==> config.mk <==
export PLATFORM = sky130hd
export DESIGN_NAME = shift_arbiter
export DESIGN_NICKNAME = d
export VERILOG_FILES = /design/src/rtl/shift_arbiter_pkg.sv /design/src/rtl/shift_arbiter_datapath.sv /design/src/rtl/sll.sv /design/src/rtl/sra.sv /design/src/rtl/shift_arbiter.sv
export SDC_FILE = /design/constraint.sdc
export NUM_CORES = 1
export LEC_CHECK = 0
export BUFFER_PORTS_ARGS = -buffer_cell sky130_fd_sc_hd__clkbuf_2
export CAP_MARGIN = 20
export CORE_UTILIZATION = 49
export DETAILED_ROUTE_END_ITERATION = 8
export PLACE_DENSITY = 0.76
export SYNTH_ARGS = -nofsm -noshare
export SYNTH_HDL_FRONTEND = slang
export SYNTH_HIERARCHICAL = 1
export SYNTH_SLANG_ARGS = --single-unit
==> constraint.sdc <==
create_clock -name clock -period 2.07 [get_ports clock]
set_input_delay 0.1035 -clock clock [delete_from_list [all_inputs] [get_ports clock]]
set_output_delay 0.1035 -clock clock [all_outputs]
set_load 0.005 [all_outputs]
==> src/rtl/shift_arbiter_pkg.sv <==
// rtl/shift_arbiter_pkg.sv - shared constants, state and op encodings for shift_arbiter
package shift_arbiter_pkg;

    localparam int DATA_W  = 32;
    localparam int SHAMT_W = 5;

    typedef enum logic [1:0] {
        S_IDLE = 2'd0,
        S_EXEC = 2'd1,
        S_RESP = 2'd2
    } state_t;

    localparam logic OP_SLL = 1'b0;
    localparam logic OP_SRA = 1'b1;

endpackage

==> src/rtl/shift_arbiter_datapath.sv <==
// rtl/shift_arbiter_datapath.sv - shift datapath; SHIFT_SRA_EN adds an sra unit selected by op
module shift_arbiter_datapath
    import shift_arbiter_pkg::*;
(
    input  logic [DATA_W-1:0]  data,
    input  logic [SHAMT_W-1:0] shamt,
    input  logic               op,
    output logic [DATA_W-1:0]  result
);

    logic [DATA_W-1:0] sll_out;

    sll u_sll (
        .data     (data),
        .shiftamt (shamt),
        .out      (sll_out)
    );

`ifdef SHIFT_SRA_EN
    logic [DATA_W-1:0] sra_out;

    sra u_sra (
        .data     (data),
        .shiftamt (shamt),
        .out      (sra_out)
    );

    assign result = (op == OP_SRA) ? sra_out : sll_out;
`else
    // Without the sra unit every operation is a left shift.
    logic unused_op;
    assign unused_op = op;
    assign result    = sll_out;
`endif

endmodule

==> src/rtl/sll.sv <==
// rtl/sll.sv - fixed-width 32-bit logical left shifter
module sll (
    input  logic [31:0] data,
    input  logic [4:0]  shiftamt,
    output logic [31:0] out
);

    assign out = data << shiftamt;

endmodule

==> src/rtl/sra.sv <==
// rtl/sra.sv - fixed-width 32-bit arithmetic (sign-filled) right shifter
module sra (
    input  logic [31:0] data,
    input  logic [4:0]  shiftamt,
    output logic [31:0] out
);

    assign out = $signed(data) >>> shiftamt;

endmodule

==> src/rtl/shift_arbiter.sv <==
// rtl/shift_arbiter.sv - round-robin sharing of one shift datapath between two requesters (option: SHIFT_SRA_EN)
module shift_arbiter
    import shift_arbiter_pkg::*;
(
    input  logic               clock,
    input  logic               reset,
    input  logic               req0_valid,
    output logic               req0_ready,
    input  logic [DATA_W-1:0]  req0_data,
    input  logic [SHAMT_W-1:0] req0_shamt,
    input  logic               req0_op,
    input  logic               req1_valid,
    output logic               req1_ready,
    input  logic [DATA_W-1:0]  req1_data,
    input  logic [SHAMT_W-1:0] req1_shamt,
    input  logic               req1_op,
    output logic               rsp_valid,
    input  logic               rsp_ready,
    output logic [DATA_W-1:0]  rsp_data,
    output logic               rsp_id
);

    state_t             state;
    logic               last_grant;
    logic [DATA_W-1:0]  opr_data;
    logic [SHAMT_W-1:0] opr_shamt;
    logic               opr_op;
    logic               opr_id;
    logic [DATA_W-1:0]  shift_result;

    logic grant_any;
    logic grant_id;

    // Under contention the requester that did not win last time goes next.
    assign grant_any  = (state == S_IDLE) && (req0_valid || req1_valid);
    assign grant_id   = (req0_valid && req1_valid) ? ~last_grant : req1_valid;
    assign req0_ready = grant_any && !grant_id;
    assign req1_ready = grant_any && grant_id;
    assign rsp_valid  = (state == S_RESP);

    shift_arbiter_datapath u_datapath (
        .data   (opr_data),
        .shamt  (opr_shamt),
        .op     (opr_op),
        .result (shift_result)
    );

    always_ff @(posedge clock) begin
        if (reset) begin
            state      <= S_IDLE;
            last_grant <= 1'b1;
            opr_data   <= '0;
            opr_shamt  <= '0;
            opr_op     <= OP_SLL;
            opr_id     <= 1'b0;
            rsp_data   <= '0;
            rsp_id     <= 1'b0;
        end else begin
            case (state)
                S_IDLE: begin
                    if (grant_any) begin
                        opr_data   <= grant_id ? req1_data  : req0_data;
                        opr_shamt  <= grant_id ? req1_shamt : req0_shamt;
                        opr_op     <= grant_id ? req1_op    : req0_op;
                        opr_id     <= grant_id;
                        last_grant <= grant_id;
                        state      <= S_EXEC;
                    end
                end
                S_EXEC: begin
                    rsp_data <= shift_result;
                    rsp_id   <= opr_id;
                    state    <= S_RESP;
                end
                S_RESP: begin
                    if (rsp_ready) begin
                        state <= S_IDLE;
                    end
                end
                default: state <= S_IDLE;
            endcase
        end
    end

endmodule

==> flow_summary.yaml, run 1 <==
outcome:
  status: "finished clean"
finish:
  final_cell_mix: "clkbuf_2 (114), nand2_1 (81), nand3_1 (74)"
  final_common_cell: "clkbuf_2"
  n_fill_cell: 820
  utilization_pct: 65.5
  nets: 764
  area_delta_synth_final_pct: 28.8
  antennaDiodeCount: 0
  drive_gt1_share_pct: 36.4
  finalInstanceArea_um2: 6080
setup_path:
  slowest_delay_ps: 520
  required_ps: 2260
  critPathKind: "reg -> reg"
  cpMaxStageDelayCell: "mux4_2"
  arrival_ps: 2250
  critical_path.cell_chain: "clkbuf_16 -> mux4_2 -> mux2_4 -> a22oi_1 -> nand2_1 -> nand2_1 -> a21oi_1"
  crit_top_cell: "nand2_1"
  startpoint_type: "register"
  crit_family: "multiplexers"
  path_max_fanout: 4
  critPathBufInv: 1
  cp-end-kind: "register"
grt:
  grt_pass1_wl_mm: 22.1
  grt_max_degree: 41
  antenna_found_initial: 0
  grt.overflow.total: 0
  grtUsageTotal_pct: 27.9
  grt_pass1_vias: 4514
power:
  leakagePower_nw: 2.35
  ir_drop_v: 0.000489
  power_density_nw_per_um2: 730
  fin_total_pwr_mw: 4.44
cts:
  clkLatencyLatePin_ps: 340
  tritoncts: "yes"
  cts_made_buffers: 9
  clock_sinks: 74
  clk_pin_slew_worst_paths_ps: 80
  cts_root_buf: "clkbuf_8"
  clock_path_buffers: 2
  htreeDepth: 3
die:
  pin_count: 117
  chipHeight_um: 100
  die_area_um2: 10000
  initial_core_util_pct: 50.8
  core_um2: 9280
  die_w_um: 100
  placementRows: 35
synth:
  synth.avg_cell_area_um2: 8.51
  yosysWarnings: 6
  syn-cell-area_um2: 4720
  synth_nets: 636
  netlist_instances: 555
timing:
  min_period_ps: 2060
  setup_tns_ps: 0
  setup_violations: 0
  timing.final.crit_share_pct: 99.4
  finalMaxSlewViolations: 0
  grt_setup_unrepaired: "yes"
  max_freq_mhz: 486
  finalHoldViolations: 0
  final.setup_skew_ps: 12.7
  max_slew_margin_pct: 49.4
  tightest_slew_ps: 759
place:
  place.gp.congestion: 0.940
  dpl_cell_area_um2: 5440
  place.port_buffers: 114
  hpwl_mm: 9.89
route:
  vias: 4791
  dr.pass1.iters: 5
  drt-total-wl_mm: 13.8
  viasPerCell: 5.87
  drc: 0
  routedWlPerCell_um: 16.9
  postRouteAntennaNets: 0
  first_iter_violations: 273
worst_hold_path:
  hold_class: "in -> reg"
job:
  maxCapViolations: 0
-- worst register-to-register path: stages (launching register included) --
cell,delay (ps)
dfxtp_4,390
clkbuf_16,150
mux4_2,520
mux2_4,290
a22oi_1,290
nand2_1,130
nand2_1,80
a21oi_1,60
-- layout make-up --
type	count	area, um^2	share of cell area [%]
Multi-Input combinational cell	417	2950	48.6
Sequential cell	74	1490	24.5
Timing Repair Buffer	176	1230	20.2
Tap cell	129	161	2.65
Clock buffer	10	128	2.10
Clock inverter	5	104	1.71
Inverter	5	18.8	0.309
-- state kept, by name, summed over array words and instances, names as in the netlist --
| register | cells |
|---|---|
| rsp_id | 1 |
| rsp_data | 32 |
| state | 2 |
| opr_id | 1 |
| last_grant | 1 |
| opr_data | 32 |
| opr_shamt | 5 |
-- metrics by stage --
| stage | std cells | worst slack (ps) | hold slack [ps] |
|---|---|---|---|
| finish | 816 | 11.5 | 11.7 |
| global route | 816 | -56.6 | 7.50 |
| CTS | 806 | -2.44 | 0.778 |
| detailed placement | 776 | -56.2 | 362 |
| global placement | 776 | -24.0 | 359 |
| floorplan | 555 | 152 | 265 |
-- what timing repair did --
action,in CTS,in global routing
resized for setup,12,30
pin swaps,0,6
hold buffers,13,1
endpoints found under the setup margin,10,11
buffers inserted,1,6
cloned,1,3
endpoints found under the hold margin,11,1
-- report_power, final --
group | internal, mW | switching [mW]
logic | 0.709 | 0.737
registers | 1.53 | 0.129
clock network | 0.795 | 0.533
-- per-layer routing --
layer	part of all wire (%)	global-route usage [%]	vias up
li1	-	-	2320
met1	44	37.7	2248
met2	48	46.0	204
met3	5.9	5.01	19
met4	1.6	7.69	0
met5	0	0	-
-- path summary, 6_finish.rpt --
path                                   from                   endpoint  slack, ps  cells after the start
setup / recovery  opr_shamt[0]$_SDFFE_PP0P_  rsp_data[20]$_SDFFE_PP0N_         10                      7
hold / removal                req1_data[31]  opr_data[31]$_SDFFE_PP0P_         10                      3
setup reg to reg  opr_shamt[0]$_SDFFE_PP0P_  rsp_data[20]$_SDFFE_PP0N_         10                      7
hold reg to reg   rsp_data[27]$_SDFFE_PP0N_  rsp_data[27]$_SDFFE_PP0N_        460                      2
Power figures use the tool's default switching activity.
==> inputs of run 2 (changes only) <==
--- a/config.mk
+++ b/config.mk
@@ -7,7 +7,9 @@
 export LEC_CHECK = 0
 export BUFFER_PORTS_ARGS = -buffer_cell sky130_fd_sc_hd__clkbuf_2
 export CAP_MARGIN = 20
-export CORE_UTILIZATION = 49
+export CELL_PAD_IN_SITES_DETAIL_PLACEMENT = 0
+export CELL_PAD_IN_SITES_GLOBAL_PLACEMENT = 1
+export CORE_UTILIZATION = 36
 export DETAILED_ROUTE_END_ITERATION = 8
 export PLACE_DENSITY = 0.76
 export SYNTH_ARGS = -nofsm -noshare
==> run 2 against run 1 <==
Against the previous run:
- non-clock buffer count shrank 10
- fmax grew 1.4%
- clock power grew 14%
- count of clock-buffer cells in the layout grew 2
- largest power group unchanged
- combinational power shrank 3%
- design area shrank 1.2%
- largest cell class unchanged
- register-to-register slack gained 30 ps
- routed wire length grew 3.5%
- sequential share of layout area grew 0.30 points
- worst hold slack lost 1.9 ps
==> flow_summary.yaml, run 2 (same netlist as run 1, synthesis figures left out) <==
setup_path:
  slowest_delay_ps: 530
  cpMaxStageDelayCell: "mux4_2"
  required_ps: 2300
  critical_path.cell_chain: "buf_12 -> mux2_2 -> mux4_2 -> a22oi_2 -> o211ai_1 -> nand2_1 -> a21oi_1"
  path_max_fanout: 7
  critPathKind: "reg -> reg"
  cp-end-kind: "register"
  startpoint_type: "register"
  critPathBufInv: 1
  arrival_ps: 2260
  crit_family: "multiplexers"
timing:
  max_slew_margin_pct: 42.0
  final.setup_skew_ps: 6.33
  finalMaxSlewViolations: 0
  min_period_ps: 2030
  finalHoldViolations: 0
  grt_setup_unrepaired: "yes"
  tightest_slew_ps: 869
  timing.final.crit_share_pct: 98.1
  setup_violations: 0
  whs_ps: 9.82
  max_freq_mhz: 492
power:
  seq_power_share_pct: 36.2
  p_int_mw: 3.15
  share_comb_of_total_power_pct: 30.6
  p_sw_mw: 1.42
  power_density_nw_per_um2: 762
  swShare_pct: 31.1
  fin_total_pwr_mw: 4.58
  leakagePower_nw: 2.32
  ir_drop_v: 0.000359
  p_clk_share_pct: 33.2
place:
  place.gp.congestion: 0.941
  hpwl_mm: 10.7
  place.port_buffers: 114
route:
  first_iter_violations: 190
  postRouteAntennaNets: 0
  vias: 4713
  viasPerCell: 5.55
  drt-total-wl_mm: 14.2
  drc: 0
  dr.pass1.iters: 4
  routedWlPerCell_um: 16.8
grt:
  grt_max_degree: 42
  grt_pass1_vias: 4326
  grt_pass1_wl_mm: 22.7
  grtUsageTotal_pct: 21.9
  grt.overflow.total: 0
  antenna_found_initial: 0
die:
  placementRows: 41
  die_w_um: 117
  core_um2: 12700
  pin_count: 117
  chipHeight_um: 117
  die_area_um2: 13600
  initial_core_util_pct: 37.1
finish:
  n_fill_cell: 1308
  reg.largest.list: "opr_data x32, rsp_data x32, opr_shamt x5"
  antennaDiodeCount: 0
  regArea_um2: 1490
  final_common_cell: "clkbuf_2"
  drive_gt1_share_pct: 36.3
  nets: 754
  area_delta_synth_final_pct: 27.2
  multi_input_area_um2: 2930
  final_cell_mix: "clkbuf_2 (114), nand2_1 (81), nand3_1 (74)"
cts:
  tritoncts: "yes"
  clock_sinks: 74
  cts_root_buf: "clkbuf_16"
  clock_path_buffers: 2
  cts_made_buffers: 9
  holdBufCountCts: 0
  htreeDepth: 3
  clk_pin_slew_worst_paths_ps: 50
  clkLatencyLatePin_ps: 340
outcome:
  status: "finished clean"
job:
  maxCapViolations: 0
worst_hold_path:
  hold_class: "in -> reg"
-- run 2: cell types whose count changed in the layout (fill, tap and decap cells not counted), moves of 2 or more --
| cell | previous run | this run |
|---|---|---|
| dlygate4sd3_1 | 14 | 0 |
| clkbuf_16 | 3 | 11 |
| clkbuf_8 | 9 | 1 |
| buf_4 | 38 | 44 |
| a21oi_1 | 34 | 36 |
| a21oi_2 | 4 | 2 |
| bufinv_16 | 3 | 1 |
| mux2i_1 | 4 | 6 |
| mux2i_2 | 5 | 3 |
| mux4_1 | 1 | 3 |
| mux4_2 | 27 | 25 |
-- run 2: layer usage --
metal  share of wire, %  routed length, um  vias up  global-route usage [%]
met5                  0                  0        -                       0
met2                 45               6390      141                    33.0
met4                1.7                235        0                    6.67
li1                   -                  -     2308                       -
met1                 48               6890     2248                    31.0
met3                5.0                719       16                    5.09
-- run 2: power by group through the flow --
stage	Combinational, mW	Sequential (mW)	Clock, mW
global placement	1.29	1.67	0
detailed placement	1.29	1.68	0
floorplan	0.893	1.64	0
CTS	1.32	1.65	1.55
finish	1.40	1.66	1.52
global route	1.53	1.68	1.62
-- run 2: cell type report --
cell class / count / share of cell area [%]
timing repair buffer: 166 / 17.7
clock buffer: 12 / 4.10
clock inverter: 3 / 0.667
sequential: 74 / 24.8
inverter: 5 / 0.375
multi-input combinational: 417 / 48.8
tap: 172 / 3.58
-- run 2: stage by stage --
| step | cells | cell area (um^2) | setup slack, ps | setup TNS (ps) | utilization [%] |
|---|---|---|---|---|---|
| floorplan | 555 | 4720 | 152 | 0 | - |
| global placement | 826 | 5530 | -82.4 | -114 | 43.5 |
| detailed placement | 826 | 5530 | -55.5 | -149 | 43.5 |
| CTS | 845 | 5860 | 0.261 | 0 | 46.1 |
| global route | 849 | 6010 | -42.6 | -140 | 47.2 |
| finish | 849 | 6010 | 39.5 | 0 | 47.2 |
-- run 2: worst register-to-register path, cell delays in order, from the launching register on --
cell and delay [ps]:
dfxtp_4 370, buf_12 120, mux2_2 340, mux4_2 530, a22oi_2 170, o211ai_1 200
nand2_1 120, a21oi_1 60
-- run 2: path summary, 6_finish.rpt --
path / from / endpoint / slack [ps] / depth (start not counted)
min: req0_data[18] / opr_data[18]$_SDFFE_PP0P_ / 10 / 3
min reg2reg: rsp_data[22]$_SDFFE_PP0N_ / rsp_data[22]$_SDFFE_PP0N_ / 450 / 2
max: opr_shamt[1]$_SDFFE_PP0P_ / rsp_data[30]$_SDFFE_PP0N_ / 40 / 7
max reg2reg: opr_shamt[1]$_SDFFE_PP0P_ / rsp_data[30]$_SDFFE_PP0N_ / 40 / 7
-- run 2: repair_timing --
action	in CTS	in global routing
gates resized for setup	6	29
endpoints found under the setup margin	5	18
setup buffers	4	2
gates cloned	0	2
pin swaps	2	3
